**src/rtl/display_scan6.sv**
```systemverilog
// Purpose : six-digit HH:MM:SS BCD scanner driving one shared 7-segment bus plus per-digit anodes.
// Latency : seg/dp/an are registered, so they follow a digit-index change by one CP edge.
// Backpr. : none; EN=0 freezes prescaler, digit index, snapshot and outputs in place.
//
// Ports:
//   CP                 system clock, rising edge
//   nCR                asynchronous active-low reset (all digits dark)
//   EN                 scan enable
//   SecL/SecH/MinL/MinH/HrL/HrH   BCD digits from the counter chain
//   seg[6:0]           segments {g,f,e,d,c,b,a}, registered, polarity per SEG_ACTIVE_LOW
//   dp                 decimal point, registered, polarity per SEG_ACTIVE_LOW
//   an[5:0]            anode enables, an[i] = digit i, registered, polarity per AN_ACTIVE_LOW
//
// Build option: define LEADING_ZERO_BLANK_EN to blank the hours-tens digit when it is zero.
module display_scan6 #(
  parameter int SCAN_DIV       = 50000,
  parameter int SEG_ACTIVE_LOW = 1,
  parameter int AN_ACTIVE_LOW  = 1
) (
  input  logic       CP,
  input  logic       nCR,
  input  logic       EN,
  input  logic [3:0] SecL,
  input  logic [3:0] SecH,
  input  logic [3:0] MinL,
  input  logic [3:0] MinH,
  input  logic [3:0] HrL,
  input  logic [3:0] HrH,
  output logic [6:0] seg,
  output logic       dp,
  output logic [5:0] an
);

  localparam int            CW         = (SCAN_DIV > 1) ? $clog2(SCAN_DIV) : 1;
  localparam logic [CW-1:0] PRESC_LAST = CW'(SCAN_DIV - 1);
  localparam logic          SEG_INV    = (SEG_ACTIVE_LOW != 0);
  localparam logic          AN_INV     = (AN_ACTIVE_LOW != 0);
  localparam logic [6:0]    SEG_OFF    = {7{SEG_INV}};
  localparam logic [5:0]    AN_OFF     = {6{AN_INV}};
  localparam logic [2:0]    IDX_LAST   = 3'd5;

  logic [CW-1:0] presc_q, presc_d;
  logic [2:0]    idx_q, idx_d;
  // Snapshot layout: {HrH, HrL, MinH, MinL, SecH, SecL}
  logic [23:0]   snap_q, snap_d;
  logic [6:0]    seg_q, seg_d;
  logic          dp_q, dp_d;
  logic [5:0]    an_q, an_d;

  logic          tick;
  logic [3:0]    digit;
  logic [6:0]    seg_int;
  logic          dp_int;
  logic [5:0]    an_onehot;

  function automatic logic [6:0] bcd_to_seg(input logic [3:0] d);
    logic [6:0] s;
    case (d)
      4'd0:    s = 7'h3F;
      4'd1:    s = 7'h06;
      4'd2:    s = 7'h5B;
      4'd3:    s = 7'h4F;
      4'd4:    s = 7'h66;
      4'd5:    s = 7'h6D;
      4'd6:    s = 7'h7D;
      4'd7:    s = 7'h07;
      4'd8:    s = 7'h7F;
      4'd9:    s = 7'h6F;
      default: s = 7'h40;  // non-BCD codes show a dash
    endcase
    return s;
  endfunction

  assign tick = (presc_q == PRESC_LAST);

  // Digit currently being scanned, always taken from the frame snapshot.
  always_comb begin
    digit = 4'h0;
    case (idx_q)
      3'd0:    digit = snap_q[3:0];
      3'd1:    digit = snap_q[7:4];
      3'd2:    digit = snap_q[11:8];
      3'd3:    digit = snap_q[15:12];
      3'd4:    digit = snap_q[19:16];
      3'd5:    digit = snap_q[23:20];
      default: digit = 4'h0;
    endcase
  end

  // Active-high internal view of the segment/dp/anode pattern for idx_q.
  always_comb begin
    seg_int   = bcd_to_seg(digit);
    dp_int    = (idx_q == 3'd2) || (idx_q == 3'd4);
    an_onehot = 6'(1) << idx_q;
`ifdef LEADING_ZERO_BLANK_EN
    // Anode stays on so the scan duty per digit is unchanged; only the glyph is blanked.
    if ((idx_q == IDX_LAST) && (snap_q[23:20] == 4'h0)) begin
      seg_int = 7'h00;
      dp_int  = 1'b0;
    end
`endif
  end

  always_comb begin
    presc_d = presc_q;
    idx_d   = idx_q;
    snap_d  = snap_q;
    seg_d   = seg_q;
    dp_d    = dp_q;
    an_d    = an_q;
    if (EN) begin
      if (tick) begin
        presc_d = '0;
        idx_d   = (idx_q == IDX_LAST) ? 3'd0 : idx_q + 3'd1;
        // Capture only at the frame boundary so a counter rollover never splits a frame.
        if (idx_q == IDX_LAST) begin
          snap_d = {HrH, HrL, MinH, MinL, SecH, SecL};
        end
      end else begin
        presc_d = presc_q + CW'(1);
      end
      seg_d = seg_int ^ SEG_OFF;
      dp_d  = dp_int ^ SEG_INV;
      an_d  = an_onehot ^ AN_OFF;
    end
  end

  always_ff @(posedge CP or negedge nCR) begin
    if (!nCR) begin
      presc_q <= '0;
      idx_q   <= 3'd0;
      snap_q  <= 24'h0;
      seg_q   <= SEG_OFF;
      dp_q    <= SEG_INV;
      an_q    <= AN_OFF;
    end else begin
      presc_q <= presc_d;
      idx_q   <= idx_d;
      snap_q  <= snap_d;
      seg_q   <= seg_d;
      dp_q    <= dp_d;
      an_q    <= an_d;
    end
  end

  assign seg = seg_q;
  assign dp  = dp_q;
  assign an  = an_q;

endmodule

```
**config.mk**
```make
export PLATFORM = sky130hd
export DESIGN_NAME = display_scan6
export DESIGN_NICKNAME = d
export VERILOG_FILES = /design/src/rtl/display_scan6.sv
export SDC_FILE = /design/constraint.sdc
export NUM_CORES = 1
export LEC_CHECK = 0
export CAP_MARGIN = 10
export CORE_MARGIN = 1.5
export CORE_UTILIZATION = 60
export CTS_BUF_LIST = sky130_fd_sc_hd__clkbuf_2
export CTS_CLUSTER_DIAMETER = 100
export CTS_CLUSTER_SIZE = 24
export DETAILED_ROUTE_END_ITERATION = 16
export MAX_ROUTING_LAYER = met4
export PLACE_DENSITY = 0.87
export SYNTH_ARGS = -nofsm -noshare
export SYNTH_HDL_FRONTEND = slang
export SYNTH_SLANG_ARGS = --single-unit
```
**constraint.sdc**
```tcl
create_clock -name CP -period 4.1 [get_ports CP]
set_clock_uncertainty 0.05 [all_clocks]
set_input_delay 0.82 -clock CP [delete_from_list [all_inputs] [get_ports CP]]
set_output_delay 0.82 -clock CP [all_outputs]
set_load 0.1 [all_outputs]
```
# After elaboration in Yosys (flattened, before gate mapping)
# Memory sizes are Yosys's and may differ from the RTL's.
# Index checks and enable logic that the tools add are counted.
# op_classes
addsub	2
multipliers	0
div_mod_pow	0
magnitude_cmp	0
eq_ne	6
shifts	1
mux	3
bitwise	3
reduce_logical	4
# ops
cell	count
$pmux 4 s6	1
$add 16x1->16 const B	1
$eq 16x16->1 const B	1
$mux 16	1
$not 7->7	1
$eq 3x2->1 const B	2
$eq 3x3->1 const B	2
$not 6->6	1
$shl 1x3->6 const A	1
$add 3x1->3 const B	1
$eq 3x1->1 const B	1
$logic_not 3->1	1
$mux 3	1
$reduce_and 3->1	1
$reduce_and 2->1	1
$logic_or 1x1->1	1
$not 1->1	1
# word_totals
ff_bits	57
latch_bits	0
mem_bits_rw	0
rom_bits	112
input_bits	27
out_inout_bits	14
wordCells	26
memories	1
# memory_table
name	words	width	rd	rd_ports_with_merged_regs	write_ports	line_no	source
(no name shown)	16	7	1	0	0	58	case (d)

# Depth between registers and ports, before layout
# An unclocked memory read counts as a cell.
# logic_depth
word_depth	4
depth_mapped	11

# Worst setup path before layout
# No wires, ideal clock.
# synth_timing
path_type	flip-flop to flip-flop
start	register idx_q[0]
end	register seg_q[4] (netlist: seg[4])
setup_ns	0.080
t_arrival_ns	2.582
slack_ns	1.388
stages_incl_launch_ff	11
path_buffers	2
cell_sequence	dfrtp_1 -> clkbuf_2 -> buf_2 -> and2_1 -> ha_1 -> a22o_1 -> nor3_1 -> ha_1 -> inv_1 -> or4b_2 -> o221a_2
# synth_between
elab_chain_cells	4
# synth_lines
element	line_no	source
start: declaration	43	logic [2:0] idx_q, idx_d;
start signal: assignment	138	idx_q <= idx_d;
$eq 3x3->1 (tied with other cells)	79	case (idx_q)
$pmux 4 s6 *	79	
$mem_v2 16x7 *	n/a	
$not 7->7 (no source line) *	n/a	
end signal: assignment	140	seg_q <= seg_d;
end: declaration	46	logic [6:0] seg_q, seg_d;
# Mark *: on every way between the ends. The rest lies on a longest branch, timed or not.
# A chain may end at the register's enable or synchronous reset.

# Worst setup path after layout
# layout_timing
start	register seg_q[4] (netlist: seg[4])
end	output seg[4]
# layout_lines
element	line_no	source
end: declaration	29	output logic [6:0] seg,
# No word-level cell between the ends.

==> out/metrics.yaml <==
synth_area_um2: 2750
antenna_found_initial: 0
root_buffer: "clkbuf_2"
postCtsSetupBuffers: 0
rrSetupSlack_ps: 1220
post_cts_resized: 0
comb_power_share: 0.116
crit_fanout: 2
start_kind: "register"
critical_path_class: "register to primary output"
timing.rr.end: "seg[4]"
crit_slowest_cell: "clkdlybuf4s50_1"
num_antenna_cells: 0
start_util: 0.628
leakage_nw: 1.52
hold_buffers: 0
min_period_ps: 3030
yosysWarnings: 0
drt_iter0_drc: 122
io_buffer_count: 40
ios: 41
grt_pass1_wl_um: 8990
finalNetCount: 316
coreArea_um2: 4380
sequentialPowerShare: 0.611
wl_per_cell_um: 14.7
powerDensity_nw_per_um2: 311
max_slew_margin: 0.344
cts_max_level: 3
swShare: 0.278
outcome: "finished clean"
fill_cells: 295
r2r_cells: 8
hold_violations: 0
cts.clk_slew.worst_paths_ps: 160
maxCapViolations: 0
worstSetupEndpointType: "primary output"
avgSynthCellArea_um2: 11.7
synth_fp_nets: 271
crit_family: "buffers and inverters"
dr.pass1.iters: 4
dr_total_vias: 1884
drc: 0
yosysSeqAreaShare: 0.525
crit_buf_inv: 1
synth-seq-cells: 57
post-dp-hpwl_um: 3610
max_freq_mhz: 330
final.setup.tns_ps: 0
clock_sinks: 57
critical_path.cell_chain: "clkdlybuf4s50_1"
drt-total-wl_um: 4980
maxSlewViolCount: 0
worstHoldPathType: "primary input to asynchronous set/reset pin"
area_growth_pct: 18.6
cts_tree: "built"
grt_pass1_vias: 1901
cp.required_ps: 3230
max_stage_delay_ps: 1140
rows: 24
grt_start_max_net_pins: 43
gr-total-overflow: 0
finalSetupViolCount: 0
die_h_um: 70.7
die_w_um: 70.7
die-area_um2: 5000
tightest_slew_ps: 980
p_int_w: 0.000733
r2r-start: "idx_q[0]"
power_frac_clock: 0.272
layout-drive-gt1-share: 0.161
place_congestion: 0.893
place_area_um2: 3180
final_core_util: 0.744
async_flop_share: 1.00
design_area_um2: 3260
startpoint: "seg[4]"
synth_edf_count: 0
track_usage: 0.237
synth_flop_cell: "dfrtp_1"
netlist_instances: 236
cts.path.max_buffers: 2
ant_nets: 0
power_switching_w: 0.000282
rsz0062_at_grt: "no"
worstPathArrival_ps: 2160
finalPower_w: 0.00102
ys_types: 43
numCtsBuffers: 9
viasPerCell: 5.57
fin_crit_sh: 0.740
vdd_drop_max_mv: 0.187
clkLatencyLatePin_ps: 470
[cell usage in the layout, fill, tap and decap left out, types with 2 or more instances in the layout]
cell type and count:
clkinv_1 3, and4_1 2, clkdlybuf4s50_1 39, inv_1 8, nand2b_1 3, o221ai_1 3
nor3b_1 2, mux2_2 7, xnor2_1 6, nand4_1 5, and3b_1 3, and2_1 4
o211ai_1 2, nand2_1 17, dfstp_2 14, xor2_1 8, nor3_1 4, o21ai_0 5
buf_4 5, and3_1 2, a22o_1 3, ha_1 8, nor2_1 19, o2bb2ai_1 3
clkbuf_2 14, dfrtp_1 43, nand3_1 4, mux2_1 20, a21oi_1 10, mux2i_1 7
o311ai_0 2
[flip-flops by register name, indices dropped and copies added (netlist names)]
register and count:
an 6, dp 1, idx_q 3, presc_q 16
seg 7, snap_q 24
[how the worst max path moves through the flow]
stage                            to  slack, ps  depth (start not counted)
after CTS                     an[4]       1030                          1
after global routing         seg[4]        990                          1
after detailed placement  snap_q[2]       1210                          6
after floorplan              seg[4]       1390                         10
after global placement    snap_q[3]       1210                          6
final                        seg[4]       1070                          1
[layer usage]
layer	up-vias	wire, µm	track usage
met5	-	0	-
met4	0	139	0.115
met3	15	171	0.0484
met2	45	2340	0.340
met1	902	2340	0.323
li1	922	-	-
[logic make-up after synthesis]
| kind of cell | after synthesis | share of synthesized area |
|---|---|---|
| AO/OA/AOI/OAI | 32 | 0.0810 |
| flip-flops | 57 | 0.525 |
| adder cells (fa/ha/maj) | 8 | 0.0364 |
| buffers and inverters | 20 | 0.0359 |
| XOR/XNOR | 14 | 0.0446 |
| AND/OR/NAND/NOR | 71 | 0.141 |
| multiplexers | 34 | 0.136 |
[cell usage after synthesis, types with 5 or more instances]
library cell	n	share of area
xnor2_1	6	0.019
nand2_1	17	0.023
dfstp_2	14	0.13
nand4_1	5	0.011
a21oi_1	10	0.018
mux2i_1	7	0.025
xor2_1	8	0.025
nor2_1	19	0.026
ha_1	8	0.036
inv_1	8	0.011
o21ai_0	5	0.0091
dfrtp_1	43	0.39
mux2_1	20	0.082
mux2_2	7	0.029
[stage by stage]
step | hold WS, ps | setup slack, ps | cells
5_1_grt | 445 | 995 | 338
3_5_place_dp | 421 | 1210 | 322
6_report | 398 | 1070 | 338
3_3_place_gp | 411 | 1210 | 322
2_1_floorplan | 400 | 1390 | 236
4_1_cts | 408 | 1030 | 338
[cell type report]
type	instances	area, µm²	area share
Sequential cell	57	1440	0.443
Clock inverter	2	7.51	0.00230
Inverter	9	33.8	0.0104
Tap cell	52	65.1	0.0199
Clock buffer	14	70.1	0.0215
Timing Repair Buffer	45	433	0.133
Multi-Input combinational cell	159	1210	0.371
[power groups by stage]
| stage | Clock, W | Combinational, W | Sequential (W) |
|---|---|---|---|
| after global placement | 0 | 0.000115 | 0.000627 |
| after CTS | 0.000288 | 0.000119 | 0.000620 |
| after global routing | 0.000312 | 0.000130 | 0.000627 |
| after detailed placement | 0 | 0.000119 | 0.000630 |
| after floorplan | 0 | 0.0000412 | 0.000649 |
| final | 0.000277 | 0.000118 | 0.000620 |
Power figures use the tool's default switching activity.
